[src/rtl/fma16_pkg.sv]
// Shared types for the fma16 issue queue: opcodes, rounding modes, decoded
// controls, the result FIFO entry and the opcode decoder.
// FMA16_ISSUE_TAG_EN adds a 4-bit tag to each result entry.
package fma16_pkg;

   typedef enum logic [2:0] {
      OP_FADD    = 3'b000,
      OP_FSUB    = 3'b001,
      OP_FMUL    = 3'b010,
      OP_FMADD   = 3'b011,
      OP_FMSUB   = 3'b100,
      OP_FNMADD  = 3'b101,
      OP_FNMSUB  = 3'b110,
      OP_ILLEGAL = 3'b111
   } op_e;

   typedef enum logic [1:0] {
      RM_RZ  = 2'b00,
      RM_RNE = 2'b01,
      RM_RP  = 2'b10,
      RM_RN  = 2'b11
   } rm_e;

   typedef struct packed {
      logic mul;
      logic add;
      logic negr;
      logic negz;
      rm_e  rm;
   } fma_ctl_t;

   // One buffered result; illegal ops carry the canonical quiet NaN.
   typedef struct packed {
`ifdef FMA16_ISSUE_TAG_EN
      logic [3:0]  tag;
`endif
      logic        illegal;
      logic [15:0] result;
   } res_ent_t;

   localparam logic [15:0] FP16_QNAN = 16'h7E00;

   // Rounding mode is left at RZ; the caller overlays the requested mode.
   function automatic fma_ctl_t decode_op(op_e op);
      fma_ctl_t c;
      c    = '0;
      c.rm = RM_RZ;
      case (op)
         OP_FADD:   {c.mul, c.add, c.negr, c.negz} = 4'b0100;
         OP_FSUB:   {c.mul, c.add, c.negr, c.negz} = 4'b0101;
         OP_FMUL:   {c.mul, c.add, c.negr, c.negz} = 4'b1000;
         OP_FMADD:  {c.mul, c.add, c.negr, c.negz} = 4'b1100;
         OP_FMSUB:  {c.mul, c.add, c.negr, c.negz} = 4'b1101;
         OP_FNMADD: {c.mul, c.add, c.negr, c.negz} = 4'b1110;
         OP_FNMSUB: {c.mul, c.add, c.negr, c.negz} = 4'b1111;
         default:   {c.mul, c.add, c.negr, c.negz} = 4'b0000;
      endcase
      return c;
   endfunction

endpackage

[src/rtl/fma16_issue_queue_if.sv]
// Command and result handshakes of the fma16 issue queue.
// master = command producer / result consumer, slave = the queue.
// FMA16_ISSUE_TAG_EN adds in_tag/out_tag.
interface fma16_issue_queue_if;
   logic        in_valid;
   logic        in_ready;
   logic [2:0]  in_op;
   logic [15:0] in_x;
   logic [15:0] in_y;
   logic [15:0] in_z;
   logic [1:0]  in_rm;
   logic        out_valid;
   logic        out_ready;
   logic [15:0] out_result;
   logic        out_illegal;
`ifdef FMA16_ISSUE_TAG_EN
   logic [3:0]  in_tag;
   logic [3:0]  out_tag;
`endif

   modport master (
      output in_valid, in_op, in_x, in_y, in_z, in_rm, out_ready,
      input  in_ready, out_valid, out_result, out_illegal
`ifdef FMA16_ISSUE_TAG_EN
      , output in_tag
      , input  out_tag
`endif
   );

   modport slave (
      input  in_valid, in_op, in_x, in_y, in_z, in_rm, out_ready,
      output in_ready, out_valid, out_result, out_illegal
`ifdef FMA16_ISSUE_TAG_EN
      , input  in_tag
      , output out_tag
`endif
   );
endinterface

[src/rtl/fma16_result_fifo.sv]
// In-order result buffer. The head is held in a register so that it keeps
// its last value while the FIFO is empty.
module fma16_result_fifo
   import fma16_pkg::*;
#(
   parameter int DEPTH = 4
) (
   input  logic                     clk,
   input  logic                     reset,
   input  logic                     push,
   input  res_ent_t                 wr_ent,
   input  logic                     pop,
   output res_ent_t                 head,
   output logic [$clog2(DEPTH):0]   count
);
   localparam int AW = $clog2(DEPTH);

   res_ent_t [DEPTH-1:0] mem_q, mem_d;
   logic [AW-1:0]        wr_q, wr_d, rd_q, rd_d;
   logic [AW:0]          cnt_q, cnt_d, cnt_after_pop;
   res_ent_t             head_q, head_d;

   // Pointer/occupancy update and next head selection.
   always_comb begin
      mem_d  = mem_q;
      wr_d   = wr_q;
      rd_d   = rd_q;
      head_d = head_q;
      if (push) begin
         mem_d[wr_q] = wr_ent;
         wr_d        = wr_q + AW'(1);
      end
      if (pop) rd_d = rd_q + AW'(1);
      cnt_after_pop = cnt_q - (AW+1)'(pop);
      cnt_d         = cnt_after_pop + (AW+1)'(push);
      // A write into an otherwise empty FIFO becomes the head directly.
      if (push && cnt_after_pop == '0) head_d = wr_ent;
      else if (cnt_after_pop != '0)    head_d = mem_q[rd_d];
   end

   // State registers.
   always_ff @(posedge clk) begin
      if (reset) begin
         mem_q  <= '0;
         wr_q   <= '0;
         rd_q   <= '0;
         cnt_q  <= '0;
         head_q <= '0;
      end else begin
         mem_q  <= mem_d;
         wr_q   <= wr_d;
         rd_q   <= rd_d;
         cnt_q  <= cnt_d;
         head_q <= head_d;
      end
   end

   assign head  = head_q;
   assign count = cnt_q;
endmodule

[src/rtl/fma16_issue_queue.sv]
// Issue/return sequencer around fma16: decodes commands into fma16 controls,
// tracks ops in flight for LAT cycles, and buffers results in order. Credits
// (FIFO occupancy + ops in flight) gate acceptance so no result is dropped.
// FMA16_ISSUE_TAG_EN carries a 4-bit tag alongside each op.
module fma16_issue_queue
   import fma16_pkg::*;
#(
   parameter int LAT   = 1,
   parameter int DEPTH = 4
) (
   input  logic               clk,
   input  logic               reset,
   fma16_issue_queue_if.slave io,
   output logic [15:0]        fma_x,
   output logic [15:0]        fma_y,
   output logic [15:0]        fma_z,
   output logic               fma_mul,
   output logic               fma_add,
   output logic               fma_negr,
   output logic               fma_negz,
   output logic [1:0]         fma_rm,
   input  logic [15:0]        fma_result
);
   localparam int AW = $clog2(DEPTH);
   localparam int CW = AW + 2;

   logic           accept, push, pop;
   logic [15:0]    x_q, x_d, y_q, y_d, z_q, z_d;
   fma_ctl_t       ctl_q, ctl_d;
   logic [LAT-1:0] pend_vld_q, pend_vld_d, pend_ill_q, pend_ill_d;
`ifdef FMA16_ISSUE_TAG_EN
   logic [LAT-1:0][3:0] pend_tag_q, pend_tag_d;
`endif
   logic [CW-1:0]  used;
   logic [AW:0]    fifo_cnt;
   res_ent_t       wr_ent, head;

   // Credits come only from registered state, so a pop never opens
   // in_ready in the same cycle.
   always_comb begin
      used = CW'(fifo_cnt);
      for (int i = 0; i < LAT; i++) used = used + CW'(pend_vld_q[i]);
      io.in_ready = !reset && (used < CW'(DEPTH));
   end

   assign accept = io.in_valid && io.in_ready;
   assign pop    = io.out_valid && io.out_ready;

   // Issue registers load on accept and otherwise hold.
   always_comb begin
      x_d   = x_q;
      y_d   = y_q;
      z_d   = z_q;
      ctl_d = ctl_q;
      if (accept) begin
         x_d      = io.in_x;
         y_d      = io.in_y;
         z_d      = io.in_z;
         ctl_d    = decode_op(op_e'(io.in_op));
         ctl_d.rm = rm_e'(io.in_rm);
      end
   end

   // Pending pipe shifts every cycle; its tail selects the FIFO write.
   always_comb begin
      pend_vld_d[0] = accept;
      pend_ill_d[0] = accept && (io.in_op == OP_ILLEGAL);
`ifdef FMA16_ISSUE_TAG_EN
      pend_tag_d[0] = io.in_tag;
`endif
      for (int i = 1; i < LAT; i++) begin
         pend_vld_d[i] = pend_vld_q[i-1];
         pend_ill_d[i] = pend_ill_q[i-1];
`ifdef FMA16_ISSUE_TAG_EN
         pend_tag_d[i] = pend_tag_q[i-1];
`endif
      end
      push           = pend_vld_q[LAT-1];
      wr_ent         = '0;
      wr_ent.illegal = pend_ill_q[LAT-1];
      wr_ent.result  = pend_ill_q[LAT-1] ? FP16_QNAN : fma_result;
`ifdef FMA16_ISSUE_TAG_EN
      wr_ent.tag     = pend_tag_q[LAT-1];
`endif
   end

   // Issue and pending-pipe registers; reset drops everything in flight.
   always_ff @(posedge clk) begin
      if (reset) begin
         x_q        <= '0;
         y_q        <= '0;
         z_q        <= '0;
         ctl_q      <= '0;
         pend_vld_q <= '0;
         pend_ill_q <= '0;
`ifdef FMA16_ISSUE_TAG_EN
         pend_tag_q <= '0;
`endif
      end else begin
         x_q        <= x_d;
         y_q        <= y_d;
         z_q        <= z_d;
         ctl_q      <= ctl_d;
         pend_vld_q <= pend_vld_d;
         pend_ill_q <= pend_ill_d;
`ifdef FMA16_ISSUE_TAG_EN
         pend_tag_q <= pend_tag_d;
`endif
      end
   end

   fma16_result_fifo #(.DEPTH(DEPTH)) u_fifo (
      .clk    (clk),
      .reset  (reset),
      .push   (push),
      .wr_ent (wr_ent),
      .pop    (pop),
      .head   (head),
      .count  (fifo_cnt)
   );

   assign fma_x          = x_q;
   assign fma_y          = y_q;
   assign fma_z          = z_q;
   assign fma_mul        = ctl_q.mul;
   assign fma_add        = ctl_q.add;
   assign fma_negr       = ctl_q.negr;
   assign fma_negz       = ctl_q.negz;
   assign fma_rm         = ctl_q.rm;
   assign io.out_valid   = (fifo_cnt != '0);
   assign io.out_result  = head.result;
   assign io.out_illegal = head.illegal;
`ifdef FMA16_ISSUE_TAG_EN
   assign io.out_tag     = head.tag;
`endif
endmodule

[src/flat_wrapper.sv]
// flat-port wrapper written by rule: the top's interface ports become plain ports
module fma16_issue_queue_flat import fma16_pkg::*;
#(
   parameter int LAT   = 1,
   parameter int DEPTH = 4
)
  (clk, reset, fma_x, fma_y, fma_z, fma_mul, fma_add, fma_negr, fma_negz, fma_rm, fma_result, io_in_valid, io_in_op, io_in_x, io_in_y, io_in_z, io_in_rm, io_out_ready, io_in_ready, io_out_valid, io_out_result, io_out_illegal);
  fma16_issue_queue_if io_i ();
  input  logic clk;
  input  logic reset;
  output logic [15:0] fma_x;
  output logic [15:0] fma_y;
  output logic [15:0] fma_z;
  output logic fma_mul;
  output logic fma_add;
  output logic fma_negr;
  output logic fma_negz;
  output logic [1:0] fma_rm;
  input  logic [15:0] fma_result;
  input wire logic [$bits(io_i.in_valid)-1:0] io_in_valid;
  input wire logic [$bits(io_i.in_op)-1:0] io_in_op;
  input wire logic [$bits(io_i.in_x)-1:0] io_in_x;
  input wire logic [$bits(io_i.in_y)-1:0] io_in_y;
  input wire logic [$bits(io_i.in_z)-1:0] io_in_z;
  input wire logic [$bits(io_i.in_rm)-1:0] io_in_rm;
  input wire logic [$bits(io_i.out_ready)-1:0] io_out_ready;
  output wire logic [$bits(io_i.in_ready)-1:0] io_in_ready;
  output wire logic [$bits(io_i.out_valid)-1:0] io_out_valid;
  output wire logic [$bits(io_i.out_result)-1:0] io_out_result;
  output wire logic [$bits(io_i.out_illegal)-1:0] io_out_illegal;
  assign io_i.in_valid = io_in_valid;
  assign io_i.in_op = io_in_op;
  assign io_i.in_x = io_in_x;
  assign io_i.in_y = io_in_y;
  assign io_i.in_z = io_in_z;
  assign io_i.in_rm = io_in_rm;
  assign io_i.out_ready = io_out_ready;
  assign io_in_ready = io_i.in_ready;
  assign io_out_valid = io_i.out_valid;
  assign io_out_result = io_i.out_result;
  assign io_out_illegal = io_i.out_illegal;
  fma16_issue_queue #(.LAT(LAT), .DEPTH(DEPTH)) u_core (.clk(clk), .reset(reset), .io(io_i), .fma_x(fma_x), .fma_y(fma_y), .fma_z(fma_z), .fma_mul(fma_mul), .fma_add(fma_add), .fma_negr(fma_negr), .fma_negz(fma_negz), .fma_rm(fma_rm), .fma_result(fma_result));
endmodule
[config.mk]
export PLATFORM = sky130hd
export DESIGN_NAME = fma16_issue_queue_flat
export DESIGN_NICKNAME = d
export VERILOG_FILES = /design/src/rtl/fma16_pkg.sv /design/src/rtl/fma16_issue_queue_if.sv /design/src/rtl/fma16_result_fifo.sv /design/src/rtl/fma16_issue_queue.sv /design/src/flat_wrapper.sv
export SDC_FILE = /design/constraint.sdc
export NUM_CORES = 1
export LEC_CHECK = 0
export CAP_MARGIN = 20
export CORE_AREA = 8 8 138 191
export CTS_CLUSTER_SIZE = 14
export DETAILED_ROUTE_END_ITERATION = 6
export DIE_AREA = 0 0 146 199
export SLEW_MARGIN = 20
export SYNTH_ARGS = -nofsm -noshare
export SYNTH_HDL_FRONTEND = slang
export SYNTH_HIERARCHICAL = 1
export SYNTH_SLANG_ARGS = --single-unit
[constraint.sdc]
create_clock -name clk -period 5.5 [get_ports clk]
set_input_delay 0.55 -clock clk [delete_from_list [all_inputs] [get_ports clk]]
set_output_delay 0.55 -clock clk [all_outputs]
set_load 0.02 [all_outputs]
==> impl_metrics.prom, run 1 <==
# TYPE chip_impl_metric gauge
chip_impl_info{name="run_status",value="complete, no violations"} 1
chip_impl_metric{name="report.final.setup_viol",unit=""} 0
chip_impl_metric{name="tritoncts.num_buffers",unit=""} 17
chip_impl_metric{name="finalPower",unit="mW"} 3.64
chip_impl_metric{name="distinct_cell_type_count_of_the_synthesized_netlist",unit=""} 44
chip_impl_metric{name="pre_cts_ws",unit="ns"} 2.23
chip_impl_metric{name="fp.dieArea",unit="mm^2"} 0.0291
chip_impl_info{name="layout.cells.most_common",value="sky130_fd_sc_hd__nand2_1"} 1
chip_impl_metric{name="fin_setup_tns",unit="ns"} 0
chip_impl_metric{name="combinationalPowerShare",unit=""} 0.315
chip_impl_metric{name="yosysSeqAreaShare",unit=""} 0.458
chip_impl_metric{name="clk_transition_reported_paths",unit="ns"} 0.06
chip_impl_metric{name="grt_start_max_net_pins",unit=""} 95
chip_impl_metric{name="vias_in_the_first_global_route",unit=""} 5809
chip_impl_info{name="end_kind",value="primary output"} 1
chip_impl_metric{name="floorplan.core_area",unit="mm^2"} 0.0236
chip_impl_info{name="cts_tree",value="yes"} 1
chip_impl_metric{name="final.min_clock_period",unit="ns"} 3.23
chip_impl_info{name="synth.largest_area_cell",value="sky130_fd_sc_hd__dfxtp_1"} 1
chip_impl_metric{name="internal_power",unit="mW"} 2.37
chip_impl_metric{name="syn-cell-area",unit="mm^2"} 0.00646
chip_impl_info{name="worst_hold_startpoint",value="u_core/u_fifo/mem_q[38]"} 1
chip_impl_metric{name="timing.fmax",unit="GHz"} 0.309
chip_impl_info{name="crit-reg2reg-launch",value="u_core/u_fifo/count[2]"} 1
chip_impl_info{name="cp-start-kind",value="flip-flop"} 1
chip_impl_metric{name="cp_data_arrival_time",unit="ns"} 2.68
chip_impl_metric{name="top_level_ports",unit=""} 146
chip_impl_metric{name="initial_util",unit=""} 0.273
chip_impl_metric{name="quantity_of_gates_resized_following_cts",unit=""} 0
chip_impl_metric{name="number_of_pins_exceeding_their_max_slew_limit_in_the_final_report",unit=""} 0
chip_impl_metric{name="post-synth-top-area-fraction",unit=""} 0.458
chip_impl_metric{name="share_of_final_layout_standard_cells_stronger_than_drive_strength_1",unit=""} 0.0845
chip_impl_metric{name="fin_nets",unit=""} 956
chip_impl_metric{name="drt_drc_violations_left",unit=""} 0
chip_impl_metric{name="number_of_antenna_violations_at_the_first_check_in_global_routing",unit=""} 0
chip_impl_metric{name="max-clock-path-buffers",unit=""} 2
chip_impl_info{name="critical_path.reg2reg.endpoint",value="u_core/u_fifo/head[7]"} 1
chip_impl_metric{name="ys_warn_count",unit=""} 6
chip_impl_metric{name="postSynthRegisterBits",unit=""} 148
chip_impl_info{name="top_usage_layer",value="met2"} 1
chip_impl_metric{name="num_vias",unit=""} 5811
chip_impl_metric{name="share_of_power_burned_in_the_clock_network",unit=""} 0.343
chip_impl_metric{name="max-cap-violations",unit=""} 0
chip_impl_metric{name="cts.htree.levels",unit=""} 4
chip_impl_metric{name="route.antenna.remaining_nets",unit=""} 0
chip_impl_metric{name="globalplace.congestion",unit=""} 0.738
chip_impl_info{name="most-common-layout-cells",value="sky130_fd_sc_hd__nand2_1, sky130_fd_sc_hd__dfxtp_1, sky130_fd_sc_hd__clkdlybuf4s50_1, sky130_fd_sc_hd__a21oi_1, sky130_fd_sc_hd__o21ai_0"} 1
chip_impl_metric{name="fin_area",unit="mm^2"} 0.00855
chip_impl_metric{name="global_route_wire_length_before_repair",unit="um"} 32400
chip_impl_metric{name="crit_required",unit="ns"} 4.95
chip_impl_metric{name="slew-limit-headroom",unit=""} 0.311
chip_impl_metric{name="drtIter0Drc",unit=""} 382
chip_impl_metric{name="global_route.usage.met2",unit=""} 0.216
chip_impl_info{name="unrepaired_setup_endpoints_after_global_routing",value="false"} 1
chip_impl_metric{name="firstDrtPassIters",unit=""} 5
chip_impl_metric{name="grt.met3_usage",unit=""} 0.0642
chip_impl_info{name="hold-path-endpoint",value="u_core/u_fifo/mem_q[38]"} 1
chip_impl_metric{name="worstPathMaxFanout",unit=""} 55
chip_impl_metric{name="grt.overflow.total",unit=""} 0
chip_impl_metric{name="grt_usage",unit=""} 0.140
chip_impl_metric{name="final-hold-violation-count",unit=""} 0
chip_impl_info{name="synth_area_leaders",value="sky130_fd_sc_hd__dfxtp_1, sky130_fd_sc_hd__a21oi_1, sky130_fd_sc_hd__nand2_1, sky130_fd_sc_hd__o21ai_0, sky130_fd_sc_hd__nand3_1"} 1
chip_impl_metric{name="switching_share_of_total_power",unit=""} 0.349
chip_impl_metric{name="worstHoldPathCells",unit=""} 2
chip_impl_metric{name="detailed_place_hpwl",unit="um"} 12800
chip_impl_metric{name="cts_hold_repair.buffers",unit=""} 0
chip_impl_metric{name="postLayoutSetupSlackWorst",unit="ns"} 2.27
chip_impl_metric{name="syn_area_per_cell",unit="um^2"} 8.37
chip_impl_metric{name="layout-area-overhead-vs-synth",unit="%"} 32.2
chip_impl_info{name="clk_root_buffer_cell",value="sky130_fd_sc_hd__clkbuf_16"} 1
chip_impl_metric{name="worstRegToRegCells",unit=""} 8
chip_impl_metric{name="ir_worst_vdd",unit="mV"} 0.233
chip_impl_metric{name="ant_diodes",unit=""} 0
chip_impl_metric{name="syn_nets",unit=""} 853
chip_impl_metric{name="leakage",unit="nW"} 2.85
chip_impl_metric{name="place_area",unit="mm^2"} 0.00792
chip_impl_metric{name="post_drt_via_cell_ratio",unit=""} 4.85
chip_impl_info{name="hold_path_class",value="reg2reg"} 1
chip_impl_metric{name="drt_wl_total",unit="um"} 20400
chip_impl_metric{name="clkSinkCount",unit=""} 148
chip_impl_metric{name="die_width",unit="um"} 146
chip_impl_metric{name="min_period_over_period",unit=""} 0.588
chip_impl_metric{name="wl_per_cell",unit="um"} 17.0
chip_impl_metric{name="power.sequential.fraction",unit=""} 0.342
chip_impl_metric{name="timing_worst_slew_pin_value",unit="ns"} 1.03
chip_impl_metric{name="finClkSkew",unit="ns"} 0.00998
chip_impl_metric{name="post_synth_inst_count",unit=""} 772
chip_impl_metric{name="chipHeight",unit="um"} 199
chip_impl_metric{name="insertion_delay",unit="ns"} 0.42
chip_impl_metric{name="numPortBuffers",unit=""} 145
chip_impl_metric{name="rrSetupSlack",unit="ns"} 2.54
chip_impl_metric{name="cts_setup_buffers",unit=""} 0
chip_impl_metric{name="placementRows",unit=""} 67
chip_impl_info{name="worst-setup-path-type",value="reg2out"} 1
chip_impl_metric{name="p_switching",unit="mW"} 1.27
chip_impl_metric{name="power-per-cell-area",unit="mW/mm^2"} 425
chip_impl_metric{name="met1_track_utilization_from_global_routing",unit=""} 0.173
## cell type report
class / count / area (um^2)
Clock inverter: 15 / 205
Timing Repair Buffer: 151 / 1490
Sequential cell: 148 / 2960
Inverter: 8 / 37.5
Clock buffer: 17 / 425
Tap cell: 310 / 388
Multi-Input combinational cell: 549 / 3040
Fill cell: 2467 / 15100
## power groups by stage
stage	combinational, mW	sequential [mW]	clock [mW]
after floorplan	0.786	1.31	0
after global placement	1.13	1.26	0
after detailed placement	1.15	1.27	0
after CTS	1.15	1.25	1.28
after global routing	1.25	1.26	1.33
final	1.15	1.24	1.25
## layer usage
metal | part of all wire | wire length [um]
met1 | 0.44 | 8910
met2 | 0.45 | 9200
met3 | 0.099 | 2030
met4 | 0.012 | 250
met5 | 0 | 0
## cell usage after synthesis
master and instances:
sky130_fd_sc_hd__nand3_1 51, sky130_fd_sc_hd__nor3b_4 1, sky130_fd_sc_hd__xor2_4 1, sky130_fd_sc_hd__a211oi_1 1
sky130_fd_sc_hd__o21bai_1 15, sky130_fd_sc_hd__nor2_4 1, sky130_fd_sc_hd__a311o_1 1, sky130_fd_sc_hd__o2111ai_2 2
sky130_fd_sc_hd__nand4_1 1, sky130_fd_sc_hd__nor2b_1 13, sky130_fd_sc_hd__o21bai_2 1, sky130_fd_sc_hd__a21oi_2 2
sky130_fd_sc_hd__nor4b_1 1, sky130_fd_sc_hd__clkbuf_1 28, sky130_fd_sc_hd__a311oi_1 1, sky130_fd_sc_hd__nor2_2 1
sky130_fd_sc_hd__nor3_2 1, sky130_fd_sc_hd__o2111ai_1 15, sky130_fd_sc_hd__a21boi_0 1, sky130_fd_sc_hd__or3_1 1
sky130_fd_sc_hd__mux2i_1 19, sky130_fd_sc_hd__o21ai_0 52, sky130_fd_sc_hd__buf_4 6, sky130_fd_sc_hd__nor2_1 8
sky130_fd_sc_hd__buf_6 15, sky130_fd_sc_hd__and3_1 1, sky130_fd_sc_hd__or2_1 1, sky130_fd_sc_hd__buf_2 16
sky130_fd_sc_hd__or2_2 6, sky130_fd_sc_hd__and2_1 5, sky130_fd_sc_hd__and3b_1 1, sky130_fd_sc_hd__inv_1 7
sky130_fd_sc_hd__xnor2_1 3, sky130_fd_sc_hd__nand4b_1 1, sky130_fd_sc_hd__xor2_1 2, sky130_fd_sc_hd__inv_8 1
sky130_fd_sc_hd__a21oi_1 137, sky130_fd_sc_hd__a31oi_1 1, sky130_fd_sc_hd__nand2_1 175, sky130_fd_sc_hd__nor3_1 1
sky130_fd_sc_hd__ha_1 8, sky130_fd_sc_hd__dfxtp_1 148, sky130_fd_sc_hd__mux2_2 17, sky130_fd_sc_hd__clkbuf_8 2
## flip-flops by register name, summed over array words and instances, names as in the netlist
register and flops:
u_core/u_fifo/mem_q 68, u_core/u_fifo/head 17, u_core/fma_x 16, u_core/fma_y 16
u_core/fma_z 16, u_core/u_fifo/count 3, u_core/fma_rm 2, u_core/u_fifo/rd_q 2
u_core/u_fifo/wr_q 2, u_core/fma_add 1, u_core/fma_mul 1, u_core/fma_negr 1
u_core/fma_negz 1, u_core/pend_ill_q 1, u_core/pend_vld_q 1
## worst max-delay path: stages, from the launching register on
cell	delay, ns
sky130_fd_sc_hd__dfxtp_1	0.30
sky130_fd_sc_hd__buf_4	0.24
sky130_fd_sc_hd__a311o_2	0.40
sky130_fd_sc_hd__buf_4	0.30
sky130_fd_sc_hd__inv_8	0.31
sky130_fd_sc_hd__clkdlybuf4s50_1	0.67
## worst max-delay path by stage
stage / startpoint / end / slack, ns / cells after the start
after detailed placement: io_out_ready / u_core/u_fifo/head[0] / 2.23 / 8
after CTS: u_core/pend_vld_q / io_in_ready / 2.22 / 5
after global placement: io_out_ready / u_core/u_fifo/head[12] / 2.33 / 8
after floorplan: u_core/u_fifo/count[2] / u_core/u_fifo/head[10] / 3.15 / 10
final: u_core/pend_vld_q / io_in_ready / 2.27 / 5
after global routing: u_core/pend_vld_q / io_in_ready / 2.13 / 5
## cell families (layout without fill, tap and decap cells)
group	Yosys count	in the layout	synth area share
AOI/OAI and AO/OA	229	229	0.199
xor gates and xnor gates	6	6	0.0110
adders and majority gates	8	8	0.0155
buffers and inverters	75	191	0.0718
DFF	148	148	0.458
muxes	36	36	0.0590
and+or+nand+nor	270	270	0.185
## metrics by stage
stage / instances / utilization / hold WS (ns)
after floorplan: 772 / - / 0.431
after global placement: 1166 / 0.335 / 0.438
after detailed placement: 1166 / 0.335 / 0.444
after CTS: 1198 / 0.361 / 0.453
after global routing: 1198 / 0.361 / 0.467
final: 1198 / 0.361 / 0.449
(Power assumes the default switching activity.)
==> run 2, diff against run 1 <==
clock period = 3.2 ns   (was 5.5 ns; I/O delays follow)
==> run 2 against run 1 <==
- non-clock buffer count increased by 3
- critical path type is now reg2reg
- routed wire length fell by 0.72%
- die area unchanged
- register-to-register slack got worse by 2.1 ns
- first-iteration DRC count fell by 22%
- via count about the same
==> impl_metrics.prom, run 2 (synthesis results as in run 1) <==
# TYPE chip_impl_metric gauge
chip_impl_info{name="run_status",value="complete, no violations"} 1
chip_impl_metric{name="cts.htree.levels",unit=""} 4
chip_impl_metric{name="insertion_delay",unit="ns"} 0.42
chip_impl_metric{name="drt_drc_violations_left",unit=""} 0
chip_impl_metric{name="tritoncts.num_buffers",unit=""} 17
chip_impl_metric{name="top_level_ports",unit=""} 146
chip_impl_metric{name="layout-area-overhead-vs-synth",unit="%"} 33.0
chip_impl_metric{name="p_switching",unit="mW"} 2.15
chip_impl_metric{name="pre_cts_ws",unit="ns"} 0.378
chip_impl_metric{name="grt_usage",unit=""} 0.142
chip_impl_metric{name="worstPathMaxFanout",unit=""} 17
chip_impl_metric{name="finClkSkew",unit="ns"} 0.0110
chip_impl_metric{name="internal_power",unit="mW"} 4.20
chip_impl_metric{name="max-cap-violations",unit=""} 0
chip_impl_metric{name="cts_hold_repair.buffers",unit=""} 0
chip_impl_metric{name="wl_per_cell",unit="um"} 16.9
chip_impl_metric{name="clkSinkCount",unit=""} 148
chip_impl_metric{name="globalplace.congestion",unit=""} 0.756
chip_impl_metric{name="global_route_wire_length_before_repair",unit="um"} 33000
chip_impl_info{name="worst-setup-path-type",value="reg2reg"} 1
chip_impl_info{name="most-common-layout-cells",value="sky130_fd_sc_hd__nand2_1, sky130_fd_sc_hd__dfxtp_1, sky130_fd_sc_hd__clkdlybuf4s50_1, sky130_fd_sc_hd__a21oi_1, sky130_fd_sc_hd__o21ai_0"} 1
chip_impl_metric{name="grt_start_max_net_pins",unit=""} 93
chip_impl_metric{name="final-hold-violation-count",unit=""} 0
chip_impl_metric{name="initial_util",unit=""} 0.273
chip_impl_metric{name="power-per-cell-area",unit="mW/mm^2"} 738
chip_impl_metric{name="critical_path.max_stage_delay",unit="ns"} 0.67
chip_impl_metric{name="post_drt_via_cell_ratio",unit=""} 4.84
chip_impl_metric{name="filler_cell_count",unit=""} 2474
chip_impl_metric{name="report.final.setup_viol",unit=""} 0
chip_impl_info{name="slowest_cell_on_the_critical_path",value="sky130_fd_sc_hd__nor2_2"} 1
chip_impl_metric{name="drt_wl_total",unit="um"} 20200
chip_impl_info{name="crit_path_frequent_cell",value="sky130_fd_sc_hd__ha_1"} 1
chip_impl_metric{name="postLayoutSetupSlackWorst",unit="ns"} 0.408
chip_impl_metric{name="switching_share_of_total_power",unit=""} 0.339
chip_impl_info{name="layout.cells.most_common",value="sky130_fd_sc_hd__nand2_1"} 1
chip_impl_metric{name="numPortBuffers",unit=""} 145
chip_impl_metric{name="drtIter0Drc",unit=""} 298
chip_impl_metric{name="final.min_clock_period",unit="ns"} 2.79
chip_impl_metric{name="leakage",unit="nW"} 2.88
chip_impl_metric{name="chipHeight",unit="um"} 199
chip_impl_metric{name="grt.overflow.total",unit=""} 0
chip_impl_info{name="unrepaired_setup_endpoints_after_global_routing",value="false"} 1
chip_impl_metric{name="die_width",unit="um"} 146
chip_impl_metric{name="num_vias",unit=""} 5813
chip_impl_metric{name="timing_worst_slew_pin_value",unit="ns"} 0.992
chip_impl_info{name="top_register",value="u_core/u_fifo/mem_q"} 1
chip_impl_info{name="clk_root_buffer_cell",value="sky130_fd_sc_hd__clkbuf_16"} 1
chip_impl_metric{name="firstDrtPassIters",unit=""} 5
chip_impl_info{name="hold_path_class",value="in2reg"} 1
chip_impl_metric{name="fin_nets",unit=""} 959
chip_impl_metric{name="cts_setup_buffers",unit=""} 0
chip_impl_metric{name="number_of_antenna_violations_at_the_first_check_in_global_routing",unit=""} 2
chip_impl_metric{name="number_of_pins_exceeding_their_max_slew_limit_in_the_final_report",unit=""} 0
chip_impl_metric{name="fp.dieArea",unit="mm^2"} 0.0291
chip_impl_metric{name="timing.fmax",unit="GHz"} 0.358
chip_impl_info{name="crit_chain",value="or3_1 -> and2_1 -> ha_1 -> ha_1 -> xor2_1 -> nor2_2 -> nand2_1 -> a21oi_2"} 1
chip_impl_metric{name="fin_setup_tns",unit="ns"} 0
chip_impl_metric{name="combinationalPowerShare",unit=""} 0.309
chip_impl_metric{name="placementRows",unit=""} 67
chip_impl_metric{name="share_of_power_burned_in_the_clock_network",unit=""} 0.355
chip_impl_info{name="cts_tree",value="yes"} 1
chip_impl_metric{name="max-clock-path-buffers",unit=""} 2
chip_impl_metric{name="clk_transition_reported_paths",unit="ns"} 0.06
chip_impl_metric{name="power.sequential.fraction",unit=""} 0.336
chip_impl_metric{name="share_of_final_layout_standard_cells_stronger_than_drive_strength_1",unit=""} 0.0875
chip_impl_info{name="cp-start-kind",value="flip-flop"} 1
chip_impl_metric{name="ir_worst_vdd",unit="mV"} 0.471
chip_impl_info{name="end_kind",value="flip-flop"} 1
chip_impl_metric{name="crit_required",unit="ns"} 3.55
chip_impl_metric{name="detailed_place_hpwl",unit="um"} 12900
chip_impl_metric{name="number_of_flip_flops_under_the_largest_register_name",unit=""} 68
chip_impl_metric{name="ant_diodes",unit=""} 0
chip_impl_metric{name="route.antenna.remaining_nets",unit=""} 0
chip_impl_metric{name="cp_data_arrival_time",unit="ns"} 3.14
chip_impl_metric{name="vias_in_the_first_global_route",unit=""} 5942
chip_impl_metric{name="slew-limit-headroom",unit=""} 0.339
chip_impl_metric{name="min_period_over_period",unit=""} 0.872
chip_impl_metric{name="floorplan.core_area",unit="mm^2"} 0.0236
chip_impl_metric{name="quantity_of_gates_resized_following_cts",unit=""} 0
[run 2: routing by layer]
layer,GRT usage,vias to the layer above,part of all wire
met5,0,-,0.0011
met4,0.0436,4,0.015
met3,0.0708,22,0.10
met2,0.221,196,0.46
met1,0.167,2736,0.42
li1,-,2855,-
[run 2: path summary, 6_finish.rpt]
| kind | start | to | slack [ns] | depth (start not counted) |
|---|---|---|---|---|
| setup / recovery | u_core/u_fifo/count[2] | u_core/u_fifo/head[13] | 0.41 | 8 |
| hold / removal | io_in_valid | u_core/pend_ill_q | 0.19 | 3 |
| setup reg to reg | u_core/u_fifo/count[2] | u_core/u_fifo/head[13] | 0.41 | 8 |
| hold reg to reg | u_core/u_fifo/mem_q[38] | u_core/u_fifo/mem_q[38] | 0.45 | 2 |
[run 2: power by group through the flow]
stage / clock, mW / combinational [mW] / sequential [mW]
floorplan: 0 / 1.35 / 2.25
global placement: 0 / 1.96 / 2.17
detailed placement: 0 / 1.98 / 2.17
CTS: 2.32 / 1.99 / 2.13
global route: 2.40 / 2.18 / 2.16
finish: 2.26 / 1.96 / 2.13
[run 2: cell type report]
cell class,instances,area [um^2],share of cell area
clock buffers,18,439,0.0511
clock inverters,14,223,0.0259
inverters,8,37.5,0.00436
multi-input cells,549,3040,0.353
flip-flops and latches,148,2960,0.345
well taps,310,388,0.0451
repair buffers,154,1510,0.176
[run 2: worst max-delay path: cells and delay by family, from the launching register on]
family          cells  cell delay (ns)
simple gates        4             1.55
fa+ha+maj           2             0.47
flops               1             0.33
xor+xnor            1             0.20
compound gates      1             0.16
[run 2: per-stage QoR]
step                      hold slack [ns]  total power [mW]  utilization  instance area, um^2  instances
after floorplan                     0.426              3.61            -                 6460        772
after global placement              0.437              4.13        0.336                 7940       1169
after detailed placement            0.441              4.15        0.336                 7940       1169
after CTS                           0.178              6.44        0.364                 8600       1201
after global routing                0.209              6.73        0.364                 8600       1201
final                               0.194              6.35        0.364                 8600       1201
==> run 3, diff against run 2 <==
clock period = 2.8 ns   (was 3.2 ns; I/O delays follow)
==> run 3 against run 2 <==
- clock power is 3% lower
- first-iteration DRC count is 5.0% lower
- setup slack worse by 0.081 ns
- hold slack better by 0.054 ns
==> impl_metrics.prom, run 3 (synthesis results as in run 1) <==
# TYPE chip_impl_metric gauge
chip_impl_metric{name="share_of_final_layout_standard_cells_stronger_than_drive_strength_1",unit=""} 0.0916
chip_impl_metric{name="timing.critical_path.depth",unit=""} 8
chip_impl_metric{name="fin_area",unit="mm^2"} 0.00854
chip_impl_metric{name="timing_worst_slew_pin_value",unit="ns"} 0.979
chip_impl_info{name="hold_path_class",value="in2reg"} 1
chip_impl_metric{name="drtIter0Drc",unit=""} 283
chip_impl_info{name="crit_chain",value="or3_1 -> and2_1 -> ha_1 -> ha_1 -> xor2_1 -> or2_2 -> o2111ai_1 -> a21oi_1"} 1
chip_impl_metric{name="post_drt_via_cell_ratio",unit=""} 4.83
chip_impl_metric{name="placementRows",unit=""} 67
chip_impl_metric{name="top_level_ports",unit=""} 146
chip_impl_info{name="crit_path_frequent_cell",value="sky130_fd_sc_hd__ha_1"} 1
chip_impl_metric{name="numPortBuffers",unit=""} 145
chip_impl_metric{name="place_area",unit="mm^2"} 0.00798
chip_impl_metric{name="ant_diodes",unit=""} 0
chip_impl_metric{name="ir_worst_vdd",unit="mV"} 0.503
chip_impl_metric{name="die_width",unit="um"} 146
chip_impl_metric{name="worstHoldPathCells",unit=""} 2
chip_impl_metric{name="final-hold-violation-count",unit=""} 0
chip_impl_metric{name="wl_per_cell",unit="um"} 16.8
chip_impl_info{name="worst_hold_startpoint",value="reset"} 1
chip_impl_metric{name="grt_usage",unit=""} 0.141
chip_impl_metric{name="detailed_place_hpwl",unit="um"} 12900
chip_impl_metric{name="power-per-cell-area",unit="mW/mm^2"} 809
chip_impl_metric{name="cts.htree.levels",unit=""} 4
chip_impl_metric{name="filler_cell_count",unit=""} 2525
chip_impl_metric{name="max-clock-path-buffers",unit=""} 2
chip_impl_metric{name="globalplace.congestion",unit=""} 0.744
chip_impl_info{name="slowest_cell_on_the_critical_path",value="sky130_fd_sc_hd__or2_2"} 1
chip_impl_metric{name="finClkSkew",unit="ns"} 0.0116
chip_impl_metric{name="final.min_clock_period",unit="ns"} 2.47
chip_impl_metric{name="fin_nets",unit=""} 963
chip_impl_metric{name="grt.overflow.total",unit=""} 0
chip_impl_metric{name="chipHeight",unit="um"} 199
chip_impl_info{name="end_kind",value="flip-flop"} 1
chip_impl_info{name="unrepaired_setup_endpoints_after_global_routing",value="false"} 1
chip_impl_metric{name="critical_path.max_stage_delay",unit="ns"} 0.45
chip_impl_metric{name="floorplan.core_area",unit="mm^2"} 0.0236
chip_impl_metric{name="wl_met2",unit="um"} 9340
chip_impl_metric{name="worstPathMaxFanout",unit=""} 17
chip_impl_metric{name="crit_required",unit="ns"} 3.15
chip_impl_info{name="hold-path-endpoint",value="u_core/fma_x[4]"} 1
chip_impl_info{name="crit-reg2reg-launch",value="u_core/u_fifo/count[2]"} 1
chip_impl_metric{name="layout-area-overhead-vs-synth",unit="%"} 32.2
chip_impl_metric{name="slew-limit-headroom",unit=""} 0.347
chip_impl_metric{name="fin_setup_tns",unit="ns"} 0
chip_impl_metric{name="worst_hold_slack",unit="ns"} 0.249
chip_impl_metric{name="critical_path_buf_inv_count",unit=""} 0
chip_impl_info{name="clk_root_buffer_cell",value="sky130_fd_sc_hd__clkbuf_16"} 1
chip_impl_metric{name="firstDrtPassIters",unit=""} 4
chip_impl_metric{name="number_of_pins_exceeding_their_max_slew_limit_in_the_final_report",unit=""} 0
chip_impl_metric{name="leakage",unit="nW"} 2.86
chip_impl_metric{name="grt_start_max_net_pins",unit=""} 91
chip_impl_metric{name="vias_in_the_first_global_route",unit=""} 5912
chip_impl_metric{name="route.antenna.remaining_nets",unit=""} 0
chip_impl_metric{name="min_period_over_period",unit=""} 0.883
chip_impl_metric{name="max-cap-violations",unit=""} 0
chip_impl_metric{name="rrSetupSlack",unit="ns"} 0.33
chip_impl_info{name="cts_tree",value="yes"} 1
chip_impl_info{name="critical-path-top-delay-family",value="simple AND/OR/NAND/NOR gates"} 1
chip_impl_metric{name="timing.fmax",unit="GHz"} 0.404
chip_impl_metric{name="number_of_antenna_violations_at_the_first_check_in_global_routing",unit=""} 2
chip_impl_info{name="critical_path.reg2reg.endpoint",value="u_core/u_fifo/head[9]"} 1
chip_impl_metric{name="drt_drc_violations_left",unit=""} 0
chip_impl_metric{name="drt_wl_total",unit="um"} 20200
chip_impl_info{name="cp-start-kind",value="flip-flop"} 1
chip_impl_metric{name="insertion_delay",unit="ns"} 0.42
chip_impl_metric{name="clk_transition_reported_paths",unit="ns"} 0.07
chip_impl_info{name="most-common-layout-cells",value="sky130_fd_sc_hd__nand2_1, sky130_fd_sc_hd__dfxtp_1, sky130_fd_sc_hd__clkdlybuf4s50_1, sky130_fd_sc_hd__a21oi_1, sky130_fd_sc_hd__o21ai_0"} 1
chip_impl_info{name="run_status",value="complete, no violations"} 1
chip_impl_metric{name="fp.dieArea",unit="mm^2"} 0.0291
chip_impl_metric{name="met1_length",unit="um"} 8650
chip_impl_metric{name="report.final.setup_viol",unit=""} 0
chip_impl_info{name="topRoutingLayerUsed",value="met5"} 1
chip_impl_metric{name="clkSinkCount",unit=""} 148
chip_impl_metric{name="met3_wirelength",unit="um"} 1850
chip_impl_metric{name="cp_data_arrival_time",unit="ns"} 2.82
chip_impl_info{name="top_register",value="u_core/u_fifo/mem_q"} 1
chip_impl_metric{name="global_route_wire_length_before_repair",unit="um"} 32800
chip_impl_info{name="layout.cells.most_common",value="sky130_fd_sc_hd__nand2_1"} 1
chip_impl_metric{name="layout.core_utilization",unit=""} 0.361
chip_impl_metric{name="num_vias",unit=""} 5820
chip_impl_metric{name="initial_util",unit=""} 0.273
chip_impl_metric{name="worstRegToRegCells",unit=""} 8
chip_impl_info{name="worst-setup-path-type",value="reg2reg"} 1
chip_impl_metric{name="number_of_flip_flops_under_the_largest_register_name",unit=""} 68
chip_impl_metric{name="tritoncts.num_buffers",unit=""} 17
==> run 3: worst reg2reg max path, cell delays in order (launching register included) <==
cell	delay (ns)
sky130_fd_sc_hd__dfxtp_1	0.33
sky130_fd_sc_hd__or3_1	0.40
sky130_fd_sc_hd__and2_1	0.19
sky130_fd_sc_hd__ha_1	0.20
sky130_fd_sc_hd__ha_1	0.19
sky130_fd_sc_hd__xor2_1	0.28
sky130_fd_sc_hd__or2_2	0.45
sky130_fd_sc_hd__o2111ai_1	0.21
sky130_fd_sc_hd__a21oi_1	0.15
==> run 3: report_power, final <==
part | internal, mW | switching [mW] | total [mW]
registers | 2.30 | 0.133 | 2.44
clock network | 1.18 | 1.02 | 2.20
logic | 0.897 | 1.37 | 2.27
total | 4.38 | 2.53 | 6.91
==> run 3: area by class of cell <==
type | count | area, um^2 | area share
Multi-Input combinational cell | 549 | 3040 | 0.356
Sequential cell | 148 | 2960 | 0.347
Timing Repair Buffer | 158 | 1550 | 0.182
Clock buffer | 18 | 429 | 0.0502
Tap cell | 310 | 388 | 0.0454
Clock inverter | 14 | 134 | 0.0157
Inverter | 8 | 37.5 | 0.00439
==> run 3: timing repair <==
action                     in CTS  in global routing
setup endpoints to repair       0                 17
hold buffers                    0                  0
buffers inserted                0                  0
gates resized for setup         0                  1
==> run 3: how the worst max path moves through the flow <==
stage                           startpoint                endpoint
detailed placement  u_core/u_fifo/count[2]  u_core/u_fifo/head[15]
floorplan           u_core/u_fifo/count[2]  u_core/u_fifo/head[10]
CTS                 u_core/u_fifo/count[2]   u_core/u_fifo/head[9]
global placement    u_core/u_fifo/count[2]  u_core/u_fifo/head[12]
finish              u_core/u_fifo/count[2]   u_core/u_fifo/head[9]
global route        u_core/u_fifo/count[2]   u_core/u_fifo/head[2]
==> run 3: metrics by stage <==
| stage | worst slack, ns | power, mW | instances |
|---|---|---|---|
| floorplan | 0.452 | 4.12 | 772 |
| global placement | 0.165 | 4.75 | 1173 |
| detailed placement | 0.0716 | 4.77 | 1173 |
| CTS | 0.0510 | 7.01 | 1205 |
| global route | 0.114 | 7.35 | 1205 |
| finish | 0.327 | 6.91 | 1205 |
==> run 3: layer usage <==
layer	GRT usage	vias up
li1	-	2875
met1	0.166	2734
met2	0.227	186
met3	0.0642	21
met4	0.0448	4
met5	0	-
